## config.mk

```make
export PLATFORM = sky130hd
export DESIGN_NAME = dmem_arbiter_flat
export DESIGN_NICKNAME = d
export VERILOG_FILES = /design/src/rtl/dmem_arbiter_if.sv /design/src/rtl/dmem_arbiter.sv /design/src/flat_wrapper.sv
export SDC_FILE = /design/constraint.sdc
export NUM_CORES = 1
export LEC_CHECK = 0
export ABC_AREA = 1
export CAP_MARGIN = 10
export CORE_MARGIN = 4
export CORE_UTILIZATION = 35
export CTS_CLUSTER_SIZE = 10
export DETAILED_ROUTE_END_ITERATION = 6
export MAX_ROUTING_LAYER = met4
export PLACE_DENSITY = 0.73
export REMOVE_ABC_BUFFERS = 1
export SYNTH_ARGS = -nofsm -noshare
export SYNTH_HDL_FRONTEND = slang
export SYNTH_SLANG_ARGS = --single-unit
```

## constraint.sdc

```tcl
create_clock -name clk -period 2 [get_ports clk]
set_clock_uncertainty 0.1 [all_clocks]
set_input_delay 0.4 -clock clk [delete_from_list [all_inputs] [get_ports clk]]
set_output_delay 0.4 -clock clk [all_outputs]
set_load 0.05 [all_outputs]
```

## src/rtl/dmem_arbiter_if.sv

```systemverilog
// dmem_arbiter_if -- one requester's connection to the data-memory arbiter.
//   req/we/addr/wdata : request (driven by the requester, held until gnt)
//   gnt               : request accepted (one cycle)
//   done/err/rdata    : completion pulse, out-of-range flag, read data
// Modports: master = requester side, slave = arbiter side.
interface dmem_arbiter_if;
  logic        req;
  logic        we;
  logic [31:0] addr;
  logic [31:0] wdata;
  logic        gnt;
  logic        done;
  logic        err;
  logic [31:0] rdata;

  modport master (output req, we, addr, wdata, input gnt, done, err, rdata);
  modport slave  (input req, we, addr, wdata, output gnt, done, err, rdata);
endinterface

```

## src/rtl/dmem_arbiter.sv

```systemverilog
// dmem_arbiter -- two-port arbiter in front of a single-port data memory.
// One access at a time: IDLE (arbitrate/latch) -> ACCESS (strobe memory,
// grant) -> RESP (done/err/rdata) -> IDLE.
// Ports:
//   clk, rst_n         : clock, synchronous active-low reset
//   p0, p1             : requester interfaces (slave side)
//   mem_r_addr/read    : memory read address/strobe
//   mem_w_addr/write   : memory write address/strobe
//   mem_data_in        : memory write data
//   mem_data_out       : combinational memory read data
// Parameters: DEPTH = valid word count, FIXED_PRI = 1 makes port 0 always win.
//
// state  | meaning
// IDLE   | waiting; arbitrates and latches the winning request
// ACCESS | memory strobe (if in range), grant pulse to winner
// RESP   | done pulse, err and rdata presented to winner
module dmem_arbiter #(
  parameter int unsigned DEPTH     = 32,
  parameter bit          FIXED_PRI = 1'b0
) (
  input  logic           clk,
  input  logic           rst_n,
  dmem_arbiter_if.slave  p0,
  dmem_arbiter_if.slave  p1,
  output logic [31:0]    mem_r_addr,
  output logic [31:0]    mem_w_addr,
  output logic [31:0]    mem_data_in,
  output logic           mem_read,
  output logic           mem_write,
  input  logic [31:0]    mem_data_out
);

  typedef enum logic [1:0] {IDLE, ACCESS, RESP} state_t;

  state_t      state_q, state_d;
  logic        id_q, we_q, last_gnt_q, err_q;
  logic [31:0] addr_q, wdata_q, rdata0_q, rdata1_q;
  logic        any_req, win_id, in_range, acc, rsp;

  // Next state and arbitration
  always_comb begin
    state_d = state_q;
    any_req = p0.req | p1.req;
    if (FIXED_PRI)
      win_id = ~p0.req;
    else
      // on a tie, the port not granted last time wins
      win_id = p1.req & (~p0.req | ~last_gnt_q);
    case (state_q)
      IDLE:    if (any_req) state_d = ACCESS;
      ACCESS:  state_d = RESP;
      RESP:    state_d = IDLE;
      default: state_d = IDLE;
    endcase
  end

  always_ff @(posedge clk) begin
    if (!rst_n) begin
      state_q    <= IDLE;
      id_q       <= 1'b0;
      we_q       <= 1'b0;
      addr_q     <= '0;
      wdata_q    <= '0;
      last_gnt_q <= 1'b1;   // port 0 wins the first tie
      err_q      <= 1'b0;
      rdata0_q   <= '0;
      rdata1_q   <= '0;
    end else begin
      state_q <= state_d;
      case (state_q)
        IDLE: begin
          if (any_req) begin
            id_q       <= win_id;
            we_q       <= win_id ? p1.we    : p0.we;
            addr_q     <= win_id ? p1.addr  : p0.addr;
            wdata_q    <= win_id ? p1.wdata : p0.wdata;
            last_gnt_q <= win_id;
          end
        end
        ACCESS: begin
          err_q <= ~in_range;
          if (id_q)
            rdata1_q <= (~we_q & in_range) ? mem_data_out : 32'h0;
          else
            rdata0_q <= (~we_q & in_range) ? mem_data_out : 32'h0;
        end
        default: ;
      endcase
    end
  end

  // Outputs. Gating with rst_n keeps a write from landing on the edge
  // where reset aborts an access, and holds every flag low during reset.
  always_comb begin
    in_range    = (addr_q < DEPTH);
    acc         = (state_q == ACCESS) & rst_n;
    rsp         = (state_q == RESP) & rst_n;
    mem_read    = acc & ~we_q & in_range;
    mem_write   = acc & we_q & in_range;
    mem_r_addr  = mem_read  ? addr_q  : 32'h0;
    mem_w_addr  = mem_write ? addr_q  : 32'h0;
    mem_data_in = mem_write ? wdata_q : 32'h0;
  end

  assign p0.gnt   = acc & ~id_q;
  assign p1.gnt   = acc & id_q;
  assign p0.done  = rsp & ~id_q;
  assign p1.done  = rsp & id_q;
  assign p0.err   = rsp & ~id_q & err_q;
  assign p1.err   = rsp & id_q & err_q;
  assign p0.rdata = rdata0_q;
  assign p1.rdata = rdata1_q;

endmodule

```

## src/flat_wrapper.sv

```systemverilog
// flat-port wrapper written by rule: the top's interface ports become plain ports
module dmem_arbiter_flat 
#(
  parameter int unsigned DEPTH     = 32,
  parameter bit          FIXED_PRI = 1'b0
)
  (clk, rst_n, mem_r_addr, mem_w_addr, mem_data_in, mem_read, mem_write, mem_data_out, p0_req, p0_we, p0_addr, p0_wdata, p0_gnt, p0_done, p0_err, p0_rdata, p1_req, p1_we, p1_addr, p1_wdata, p1_gnt, p1_done, p1_err, p1_rdata);
  dmem_arbiter_if p0_i ();
  dmem_arbiter_if p1_i ();
  input  logic clk;
  input  logic rst_n;
  output logic [31:0] mem_r_addr;
  output logic [31:0] mem_w_addr;
  output logic [31:0] mem_data_in;
  output logic mem_read;
  output logic mem_write;
  input  logic [31:0] mem_data_out;
  input wire logic [$bits(p0_i.req)-1:0] p0_req;
  input wire logic [$bits(p0_i.we)-1:0] p0_we;
  input wire logic [$bits(p0_i.addr)-1:0] p0_addr;
  input wire logic [$bits(p0_i.wdata)-1:0] p0_wdata;
  output wire logic [$bits(p0_i.gnt)-1:0] p0_gnt;
  output wire logic [$bits(p0_i.done)-1:0] p0_done;
  output wire logic [$bits(p0_i.err)-1:0] p0_err;
  output wire logic [$bits(p0_i.rdata)-1:0] p0_rdata;
  input wire logic [$bits(p1_i.req)-1:0] p1_req;
  input wire logic [$bits(p1_i.we)-1:0] p1_we;
  input wire logic [$bits(p1_i.addr)-1:0] p1_addr;
  input wire logic [$bits(p1_i.wdata)-1:0] p1_wdata;
  output wire logic [$bits(p1_i.gnt)-1:0] p1_gnt;
  output wire logic [$bits(p1_i.done)-1:0] p1_done;
  output wire logic [$bits(p1_i.err)-1:0] p1_err;
  output wire logic [$bits(p1_i.rdata)-1:0] p1_rdata;
  assign p0_i.req = p0_req;
  assign p0_i.we = p0_we;
  assign p0_i.addr = p0_addr;
  assign p0_i.wdata = p0_wdata;
  assign p0_gnt = p0_i.gnt;
  assign p0_done = p0_i.done;
  assign p0_err = p0_i.err;
  assign p0_rdata = p0_i.rdata;
  assign p1_i.req = p1_req;
  assign p1_i.we = p1_we;
  assign p1_i.addr = p1_addr;
  assign p1_i.wdata = p1_wdata;
  assign p1_gnt = p1_i.gnt;
  assign p1_done = p1_i.done;
  assign p1_err = p1_i.err;
  assign p1_rdata = p1_i.rdata;
  dmem_arbiter #(.DEPTH(DEPTH), .FIXED_PRI(FIXED_PRI)) u_core (.clk(clk), .rst_n(rst_n), .p0(p0_i), .p1(p1_i), .mem_r_addr(mem_r_addr), .mem_w_addr(mem_w_addr), .mem_data_in(mem_data_in), .mem_read(mem_read), .mem_write(mem_write), .mem_data_out(mem_data_out));
endmodule
```

Word-level counts from Yosys, hierarchy flattened
Cells that the tools add are included.

Equal/unequal tests: 3. Bitwise logic cells: 21. Mux-type cells: 9. Magnitude comparators: 1. Reduce and logical (&&, ||, !) cells: 4.

Operator list (number): 32-bit 2-to-1 mux (6); 32-bit by 6-bit < comparator with 1-bit output, second input constant (1); 1-bit bitwise AND (14); 2-bit AND reduction (3); 1-bit NOT (5); 2-bit one-hot mux with 2 select lines (1); 2-bit by 1-bit == test with 1-bit output, second input constant (1); 2-bit == test, second input constant (1); 2-bit logical NOT (1); 2-bit 2-to-1 mux (1); 2-bit by 1-bit != test with 1-bit output, second input constant (1); 1-bit bitwise OR (2); 1-bit 2-to-1 mux (1).

Register bits after elaboration: 134. Output and inout bits: 168. Word-level logic and storage cells: 47. Bits of input ports: 166.

Depth between registers and ports, before layout
Gate-level depths: netlist of the first run.

Word-level depth: 5. Mapped depth: 9. Gate-level depth less buffers: 7.

Worst setup path before layout of the first run
Ideal clock, no wire load.

Path kind: input to output. From: input rst_n. To: output p0_err. Required time: 1.500 ns. Arrival: 1.860 ns. Buffers on the path: 1. Slack: -0.360 ns. Cell stages on the path: 3. Cells stage by stage: clkbuf_1 nand3_1 nor3_1.

Longest elaborated chain between the ends: 3.

RTL lines: start, declared (line flat_wrapper.sv:11) `input logic rst_n;`; 1-bit bitwise AND (line dmem_arbiter.sv:97) `rsp = (state_q == RESP) & rst_n;`; 1-bit bitwise AND (2 in a row) (line dmem_arbiter.sv:109) `assign p0.err = rsp & ~id_q & err_q;`; end, declared (line flat_wrapper.sv:24) `output wire logic [$bits(p0_i.err)-1:0] p0_err;`.

Every way passes these cells.

Final worst setup path of the first run
From: register u_core.addr_q[20]. To: output mem_data_in[18].

Longest elaborated chain between the ends: 3.

RTL lines: start, declared (line dmem_arbiter.sv:37) `logic [31:0] addr_q, wdata_q, rdata0_q, rdata1_q;`; start signal, assigned (line dmem_arbiter.sv:75) `addr_q <= win_id ? p1.addr : p0.addr;`; 32-bit by 6-bit < comparator with 1-bit output (line dmem_arbiter.sv:95) `in_range = (addr_q < DEPTH);`; 1-bit bitwise AND (line dmem_arbiter.sv:99) `mem_write = acc & we_q & in_range;`; 32-bit 2-to-1 mux (line dmem_arbiter.sv:102) `mem_data_in = mem_write ? wdata_q : 32'h0;`; end, declared (line flat_wrapper.sv:14) `output logic [31:0] mem_data_in;`.

Every way passes these cells.

==> results_dict.tcl, run 1 <==
set metrics [dict create \
    status "finished, violations left" \
    violations "negative setup slack" \
    cts_tree "built" \
    ant_nets 0 \
    stdcell_area_mm2 0.0104 \
    dp_slack_ns -0.123 \
    diodes 0 \
    crit_chain "nor2_1 > nand2_1 > nor2_2 > nand2_2 > nor2_8 > nand3_4 > buf_12 > buf_16 > nor2_4 > buf_12" \
    routedWlPerCell_um 15.8 \
    syn_area_mm2 0.00616 \
    power.density_mw_per_mm2 786 \
    reg2reg_slack_ns 0.15 \
    synth_area_leaders "dfxtp_1 44%, o21ai_0 10%, nand2_1 8.7%" \
    clock-sinks 134 \
    antenna_found_initial 0 \
    holdWs_ns 0.333 \
    grt_max_degree 132 \
    power_frac_clock_pct 40.8 \
    slew_viol_final 0 \
    syn-instance-count 814 \
    setup_viol 46 \
    power_switching_mw 2.49 \
    initial_utilization_pct 35.6 \
    crit_slowest_cell "dfxtp_1" \
    ys.warnings.count 0 \
    internal_power_mw 5.68 \
    viasPerCell 4.79 \
    place_area_mm2 0.00950 \
    io_buffers 279 \
    wirelength_um 20900 \
    cts_hold_buf 0 \
    routabilityCongestion 0.794 \
    drive_above_1_share_pct 19.3 \
    fmax_mhz 411 \
    cp-start-kind "register" \
    layout_setup_ws_ns -0.434 \
    swShare_pct 30.5 \
    ys_ff_latch 134 \
    slowest_delay_ns 0.32 \
    area_growth_pct 68.8 \
    path_buf_inv 3 \
    hpwl_um 14900 \
    path_max_fanout 5 \
    final_common_cell "clkdlybuf4s50_1" \
    num_rows 48 \
    insertion_delay_ns 0.41 \
    critPathKind "reg -> out" \
    die_y_um 141 \
    ir_worst_vdd_mv 0.550 \
    rsz0062_at_grt "yes" \
    drtIter0Drc 219 \
    combinationalPowerShare_pct 22.0 \
    drv_cap 0 \
    layout_common_cells "164 x clkdlybuf4s50_1, 140 x nand2_1, 129 x dfxtp_1" \
    worst_pin_slew_ns 0.511 \
    yosysTopAreaCell "dfxtp_1" \
    synth_top_area_share_pct 43.6 \
    hold_path_class "in -> reg" \
    route.detailed.drc 0 \
    drtPass1Iterations 5 \
    slew_headroom_pct 66.1 \
    cts_buffers 17 \
    synth_cell_types 24 \
    crit_required_ns 1.50 \
    grt.total_usage_pct 20.8 \
    io_pins 334 \
    period_minus_slack_ns 2.43 \
    grt_pass1_vias 6352 \
    yosysSeqAreaShare_pct 43.6 \
    clk_pin_slew_ns 0.06 \
    core_mm2 0.0173 \
    tns_ns -16.78 \
    p_leak_nw 4.30 \
    crit_path_end_kind "output pin" \
    path_common_cell "buf_12" \
    avgSynthCellArea_um2 7.56 \
    cts-htree-levels 4 \
    grt_pass1_wl_um 32300 \
    hold_viol_final 0 \
    fin_util_pct 60.1 \
    die_area_mm2 0.0198 \
    overflow 0 \
    cts-root-buf "clkbuf_16" \
    crit_arrival_ns 1.93 \
    cts.path.max_buffers 2 \
    num_vias 6355 \
    nets 1254 \
    post-route-period-util_pct 122 \
    critPathTopFamily "simple AND/OR/NAND/NOR gates" \
    pwr-share-seq_pct 37.2 \
    die_w_um 141 \
]
-- sequential cells by signal, indices dropped and copies added, names as in the netlist --
register           cells
u_core.p0.rdata       32
u_core.err_q           1
u_core.state_q         2
u_core.last_gnt_q      1
u_core.p1.rdata       32
u_core.we_q            1
u_core.id_q            1
u_core.wdata_q        32
u_core.addr_q         32
-- final timing paths --
check,startpoint,endpoint,cells after the start
min reg2reg,u_core.last_gnt_q,u_core.last_gnt_q,2
min,rst_n,u_core.id_q,4
max,u_core.addr_q[20],mem_data_in[18],10
max reg2reg,u_core.addr_q[20],u_core.p0.rdata[18],10
-- per-stage QoR --
step / power [mW] / cells
after detailed placement: 4.87 / 1285
after floorplan: 4.09 / 749
after global placement: 4.86 / 1285
after CTS: 8.23 / 1322
final: 8.17 / 1326
after global routing: 8.52 / 1326
-- cells by family (layout without fill, tap and decap cells) --
logic type,after synthesis,after routing,synth area share [%]
AND/OR/NAND/NOR,252,252,19.3
other,1,54,0.0609
AO/OA/AOI/OAI,261,261,22.5
buffers and inverters,166,400,14.5
flip-flops,134,134,43.6
-- metal layers --
metal / vias up / part of all wire (%) / wire, um / track usage, %
met4: 0 / 1.0 / 219 / 5.56
met3: 19 / 9.2 / 1920 / 6.45
met1: 2921 / 40 / 8430 / 24.3
met5: - / 0 / 0 / -
met2: 251 / 50 / 10400 / 34.9
li1: 3164 / - / - / -
-- power by group through the flow --
stage / Clock [mW] / Combinational [mW] / Sequential, mW
floorplan: 0 / 0.758 / 3.33
global placement: 0 / 1.78 / 3.08
detailed placement: 0 / 1.79 / 3.09
CTS: 3.40 / 1.79 / 3.03
global route: 3.51 / 1.95 / 3.07
finish: 3.33 / 1.79 / 3.04
-- timing repair --
action | CTS | global route
pin swaps | 3 | 4
endpoints found under the hold margin | 0 | 0
setup endpoints to repair | 82 | 110
cloned | 1 | 3
buffers inserted | 4 | 2
gates resized for setup | 71 | 19
-- Yosys cell counts (all sizes together) --
library cell,count
a21oi,66
a31oi,65
buf,78
clkbuf,40
conb,1
dfxtp,134
inv,48
nand2,143
nand3,36
nor2,69
nor3,3
o21ai,130
or2,1
-- cell type report --
cell class / count / area (um2)
clock inverter: 14 / 198
inverter: 48 / 185
clock buffer: 18 / 429
timing repair buffer: 320 / 3690
tap: 225 / 282
multi-input combinational: 567 / 2920
fill: 1502 / 6910
sequential: 134 / 2690
-- worst reg2reg max path, stage by stage, from the launching register on --
cell	delay, ns
dfxtp_1	0.32
nor2_1	0.10
nand2_1	0.07
nor2_2	0.11
nand2_2	0.11
nor2_8	0.11
buf_4	0.12
buf_4	0.10
buf_6	0.25
nand3_1	0.21
a21oi_1	0.17
No activity file was read; power rests on OpenSTA's default activity.
==> run 2: changes to the inputs <==
--- a/config.mk
+++ b/config.mk
@@ -7,12 +7,14 @@
 export LEC_CHECK = 0
 export ABC_AREA = 1
 export CAP_MARGIN = 10
+export CELL_PAD_IN_SITES_DETAIL_PLACEMENT = 0
+export CELL_PAD_IN_SITES_GLOBAL_PLACEMENT = 1
 export CORE_MARGIN = 4
-export CORE_UTILIZATION = 35
+export CORE_UTILIZATION = 27
 export CTS_CLUSTER_SIZE = 10
 export DETAILED_ROUTE_END_ITERATION = 6
 export MAX_ROUTING_LAYER = met4
-export PLACE_DENSITY = 0.73
+export PLACE_DENSITY_LB_ADDON = 0.1
 export REMOVE_ABC_BUFFERS = 1
 export SYNTH_ARGS = -nofsm -noshare
 export SYNTH_HDL_FRONTEND = slang
==> results_dict.tcl, run 2 (synthesis gave the netlist of run 1 again) <==
set metrics [dict create \
    route.detailed.drc 0 \
    setup_viol 46 \
    power_switching_mw 2.58 \
    drive_above_1_share_pct 20.6 \
    initial_utilization_pct 27.9 \
    critPathTopFamily "simple AND/OR/NAND/NOR gates" \
    top_usage_layer "met2" \
    final_common_cell "clkdlybuf4s50_1" \
    cts-root-buf "clkbuf_16" \
    io_pins 334 \
    multi_input_area_mm2 0.00300 \
    power.density_mw_per_mm2 767 \
    clock-sinks 134 \
    post-route-period-util_pct 124 \
    fin_util_pct 47.4 \
    holdPathStages 4 \
    slew_viol_final 0 \
    cts_buffers 17 \
    grt.total_usage_pct 16.9 \
    path_common_cell "nor2_2" \
    r2r_cells 10 \
    hpwl_um 15000 \
    routedWlPerCell_um 15.6 \
    p_leak_nw 4.24 \
    hold_start "rst_n" \
    power_frac_clock_pct 39.6 \
    nets 1252 \
    reg2reg_slack_ns 0.17 \
    grt_pass1_wl_um 33700 \
    cts.path.max_buffers 2 \
    internal_power_mw 5.46 \
    min_to "u_core.state_q[0]" \
    holdWs_ns 0.311 \
    p_total_mw 8.04 \
    stdcell_area_mm2 0.0105 \
    drtPass1Iterations 4 \
    num_rows 54 \
    crit_path_end_kind "output pin" \
    layout_setup_ws_ns -0.488 \
    viasPerCell 4.52 \
    overflow 0 \
    path_buf_inv 2 \
    layout_common_cells "164 x clkdlybuf4s50_1, 140 x nand2_1, 131 x dfxtp_1" \
    wirelength_um 21600 \
    grt_pass1_vias 5937 \
    slowest_delay_ns 0.32 \
    tns_ns -19.67 \
    period_minus_slack_ns 2.49 \
    ir_worst_vdd_mv 0.474 \
    swShare_pct 32.0 \
    cts_tree "built" \
    combinationalPowerShare_pct 22.7 \
    insertion_delay_ns 0.41 \
    antenna_found_initial 3 \
    rsz0062_at_grt "yes" \
    r2r_end "u_core.p1.rdata[29]" \
    violations "negative setup slack" \
    grt_max_degree 132 \
    register_area_mm2 0.00269 \
    crit_arrival_ns 1.99 \
    die_y_um 159 \
    io_buffers 279 \
    reg2reg_from "u_core.addr_q[13]" \
    cts-htree-levels 4 \
    ant_nets 0 \
    crit_slowest_cell "dfxtp_2" \
    worst_pin_slew_ns 0.538 \
    hold_viol_final 0 \
    die_area_mm2 0.0253 \
    cp-start-kind "register" \
    crit_chain "nor2_2 > nand2_1 > nor2_2 > nand2_2 > nor2_8 > nand3_4 > clkbuf_16 > nor2_2 > buf_12" \
    path_max_fanout 8 \
    num_vias 6248 \
    use_met2_pct 26.1 \
    core_mm2 0.0221 \
    grt_use_met1_pct 21.4 \
    place_area_mm2 0.00958 \
    critPathKind "reg -> out" \
    fmax_mhz 402 \
    die_w_um 159 \
    crit_required_ns 1.50 \
    status "finished, violations left" \
    drtIter0Drc 281 \
    drv_cap 0 \
    area_growth_pct 70.3 \
    clk_pin_slew_ns 0.06 \
    slew_headroom_pct 64.2 \
    hold_path_class "in -> reg" \
    routabilityCongestion 0.748 \
    nFillCells 2188 \
    met3_usage_pct 6.29 \
    pwr-share-seq_pct 37.6 \
]
[run 2: cell types whose count changed in the layout (fill, tap and decap cells not counted), moves of 3 or more]
cell / before / now
clkinv_4: 3 / 0
inv_6: 3 / 7
diode_2: 0 / 3
dlygate4sd2_1: 35 / 28
nor2_4: 36 / 46
buf_6: 4 / 1
nor2_1: 25 / 17
buf_4: 53 / 60
[run 2: through the flow]
| stage | std cells | setup WS [ns] |
|---|---|---|
| 3_3_place_gp | 1341 | -0.131 |
| 2_1_floorplan | 749 | -1.44 |
| 3_5_place_dp | 1341 | -0.129 |
| 4_1_cts | 1375 | -0.514 |
| 6_report | 1382 | -0.488 |
| 5_1_grt | 1382 | -0.616 |
[run 2: worst max-delay path by stage]
stage,from,end,slack (ns),depth (start not counted)
floorplan,u_core.addr_q[12],mem_data_in[0],-1.44,7
finish,u_core.addr_q[13],mem_data_in[31],-0.49,9
global route,u_core.addr_q[8],mem_data_in[10],-0.62,9
detailed placement,u_core.addr_q[14],mem_data_in[11],-0.13,9
CTS,u_core.addr_q[14],mem_data_in[15],-0.51,9
global placement,u_core.addr_q[8],mem_data_in[12],-0.13,9
[run 2: area by class of cell]
class / count / area share, %
Timing Repair Buffer: 318 / 34.8
Multi-Input combinational cell: 567 / 28.6
Sequential cell: 134 / 25.6
Clock buffer: 18 / 4.09
Tap cell: 280 / 3.34
Inverter: 48 / 1.89
Clock inverter: 14 / 1.55
Antenna cell: 3 / 0.0716
[run 2: what timing repair did]
| item | in CTS | in global routing |
|---|---|---|
| endpoints found under the setup margin | 74 | 96 |
| pin swaps | 0 | 7 |
| setup buffers | 1 | 3 |
| resized for setup | 73 | 28 |
| hold buffers | 0 | 0 |
| gates cloned | 1 | 1 |
[run 2: layer usage]
metal	part of all wire (%)	up-vias	routed length [um]
li1	-	3173	-
met1	44	2834	9480
met2	47	230	10100
met3	8.4	11	1820
met4	0.72	0	156
met5	0	-	0
[run 2: tightest hold or removal path, cell delays in order]
cell and delay (ns):
buf_4 0.09, inv_1 0.06, buf_4 0.14, nor2_1 0.09
[run 2: power groups by stage]
stage          sequential, mW  combinational (mW)  clock, mW
2_1_floorplan            3.33               0.758          0
3_3_place_gp             3.07                1.82          0
3_5_place_dp             3.08                1.82          0
4_1_cts                  3.02                1.83       3.28
5_1_grt                  3.05                1.98       3.43
6_report                 3.02                1.83       3.19
==> run 3: changes to the inputs <==
--- a/config.mk
+++ b/config.mk
@@ -19,3 +19,4 @@
 export SYNTH_ARGS = -nofsm -noshare
 export SYNTH_HDL_FRONTEND = slang
 export SYNTH_SLANG_ARGS = --single-unit
+export TNS_END_PERCENT = 5
==> results_dict.tcl, run 3 (synthesis gave the netlist of run 1 again) <==
set metrics [dict create \
    cts_tree "built" \
    insertion_delay_ns 0.41 \
    fmax_mhz 399 \
    wirelength_um 21500 \
    crit_arrival_ns 2.00 \
    status "finished, violations left" \
    die_w_um 159 \
    cts_hold_buf 0 \
    routedWlPerCell_um 15.6 \
    dpl.cell_count 1341 \
    grt_pass1_wl_um 33700 \
    cp-start-kind "register" \
    nets 1248 \
    die_y_um 159 \
    power_frac_clock_pct 39.7 \
    period_minus_slack_ns 2.50 \
    cts_buffers 17 \
    num_vias 6210 \
    viasPerCell 4.51 \
    initial_utilization_pct 27.9 \
    antenna_found_initial 3 \
    ir_worst_vdd_mv 0.474 \
    dp_slack_ns -0.129 \
    grt_max_degree 132 \
    holdWs_ns 0.241 \
    violations "negative setup slack" \
    worst_pin_slew_ns 0.539 \
    overflow 0 \
    ant_nets 0 \
    grt.total_usage_pct 16.9 \
    power.density_mw_per_mm2 772 \
    layout_setup_ws_ns -0.504 \
    io_buffers 279 \
    rsz0062_at_grt "yes" \
    io_pins 334 \
    route.detailed.drc 0 \
    grt_pass1_vias 5947 \
    drv_cap 0 \
    hpwl_um 15000 \
    area_growth_pct 68.9 \
    num_rows 54 \
    tns_ns -19.23 \
    path_max_fanout 8 \
    cts-htree-levels 4 \
    layout_common_cells "164 x clkdlybuf4s50_1, 140 x nand2_1, 132 x dfxtp_1" \
    drtPass1Iterations 4 \
    drtIter0Drc 303 \
    internal_power_mw 5.46 \
    setup_viol 46 \
    p_leak_nw 4.21 \
    fin_util_pct 47.1 \
    drive_above_1_share_pct 19.9 \
    place_area_mm2 0.00958 \
    nFillCells 2192 \
    die_area_mm2 0.0253 \
    final_common_cell "clkdlybuf4s50_1" \
    power_switching_mw 2.57 \
    crit_path_end_kind "output pin" \
    cts.path.max_buffers 2 \
    clock-sinks 134 \
    slew_viol_final 0 \
    cts_setup_buffers 0 \
    clk_pin_slew_ns 0.06 \
    critPathKind "reg -> out" \
    crit_required_ns 1.50 \
    post-route-period-util_pct 125 \
    combinationalPowerShare_pct 22.7 \
    stdcell_area_mm2 0.0104 \
    p_total_mw 8.02 \
    pwr-share-seq_pct 37.7 \
    core_mm2 0.0221 \
    finalNonFillerCells 1378 \
    slew_headroom_pct 64.2 \
    hold_viol_final 0 \
    swShare_pct 32.0 \
    cts-root-buf "clkbuf_16" \
    hold_path_class "in -> reg" \
    routabilityCongestion 0.748 \
]
-- run 3: cell types whose count changed in the layout (fill, tap and decap cells not counted) --
| cell | change |
|---|---|
| nor2_2 | +3 |
| inv_2 | +1 |
| buf_4 | -2 |
| dfxtp_1 | +1 |
| clkinv_8 | -1 |
| nand3_2 | -1 |
| buf_8 | -2 |
| inv_4 | -2 |
| nand3_1 | +1 |
| dfxtp_2 | -1 |
| nor2_4 | -3 |
| inv_1 | +2 |
-- run 3: layout make-up --
type | count | area [um2] | share of cell area, %
clock buffer | 18 | 429 | 4.13
timing repair buffer | 314 | 3610 | 34.7
antenna | 3 | 7.51 | 0.0722
inverter | 48 | 180 | 1.73
sequential | 134 | 2690 | 25.8
multi-input combinational | 567 | 2980 | 28.6
clock inverter | 14 | 163 | 1.56
tap | 280 | 350 | 3.37
-- run 3: worst max-delay path: stages (launching register included) --
cell,delay [ns]
dfxtp_2,0.32
nor2_2,0.09
nand2_1,0.06
nor2_2,0.13
nand2_2,0.11
nor2_8,0.15
nand3_4,0.19
clkbuf_16,0.25
nor2_2,0.13
buf_12,0.15
-- run 3: per-layer routing --
metal / track usage, % / routed length [um] / vias up
met4: 3.43 / 136 / 0
met3: 6.29 / 1800 / 10
met5: - / 0 / -
met1: 21.4 / 9450 / 2805
li1: - / - / 3166
met2: 26.1 / 10100 / 229
-- run 3: what timing repair did --
action	in CTS	in global routing
gates resized for setup	70	15
pin swaps	0	3
setup endpoints to repair	74	49
gates cloned	1	1
-- run 3: worst paths after layout --
path	slack, ns	to	cells after the start	start
setup reg to reg	0.20	u_core.p1.rdata[29]	8	u_core.addr_q[13]
hold reg to reg	0.36	u_core.last_gnt_q	2	u_core.last_gnt_q
hold / removal	0.24	u_core.state_q[1]	3	rst_n
setup / recovery	-0.50	mem_data_in[31]	9	u_core.addr_q[13]
-- run 3: power groups by stage --
stage	Combinational [mW]	Clock, mW	Sequential (mW)
after floorplan	0.758	0	3.33
after global placement	1.82	0	3.07
after detailed placement	1.82	0	3.08
after CTS	1.83	3.28	3.02
after global routing	1.97	3.43	3.05
final	1.82	3.18	3.02
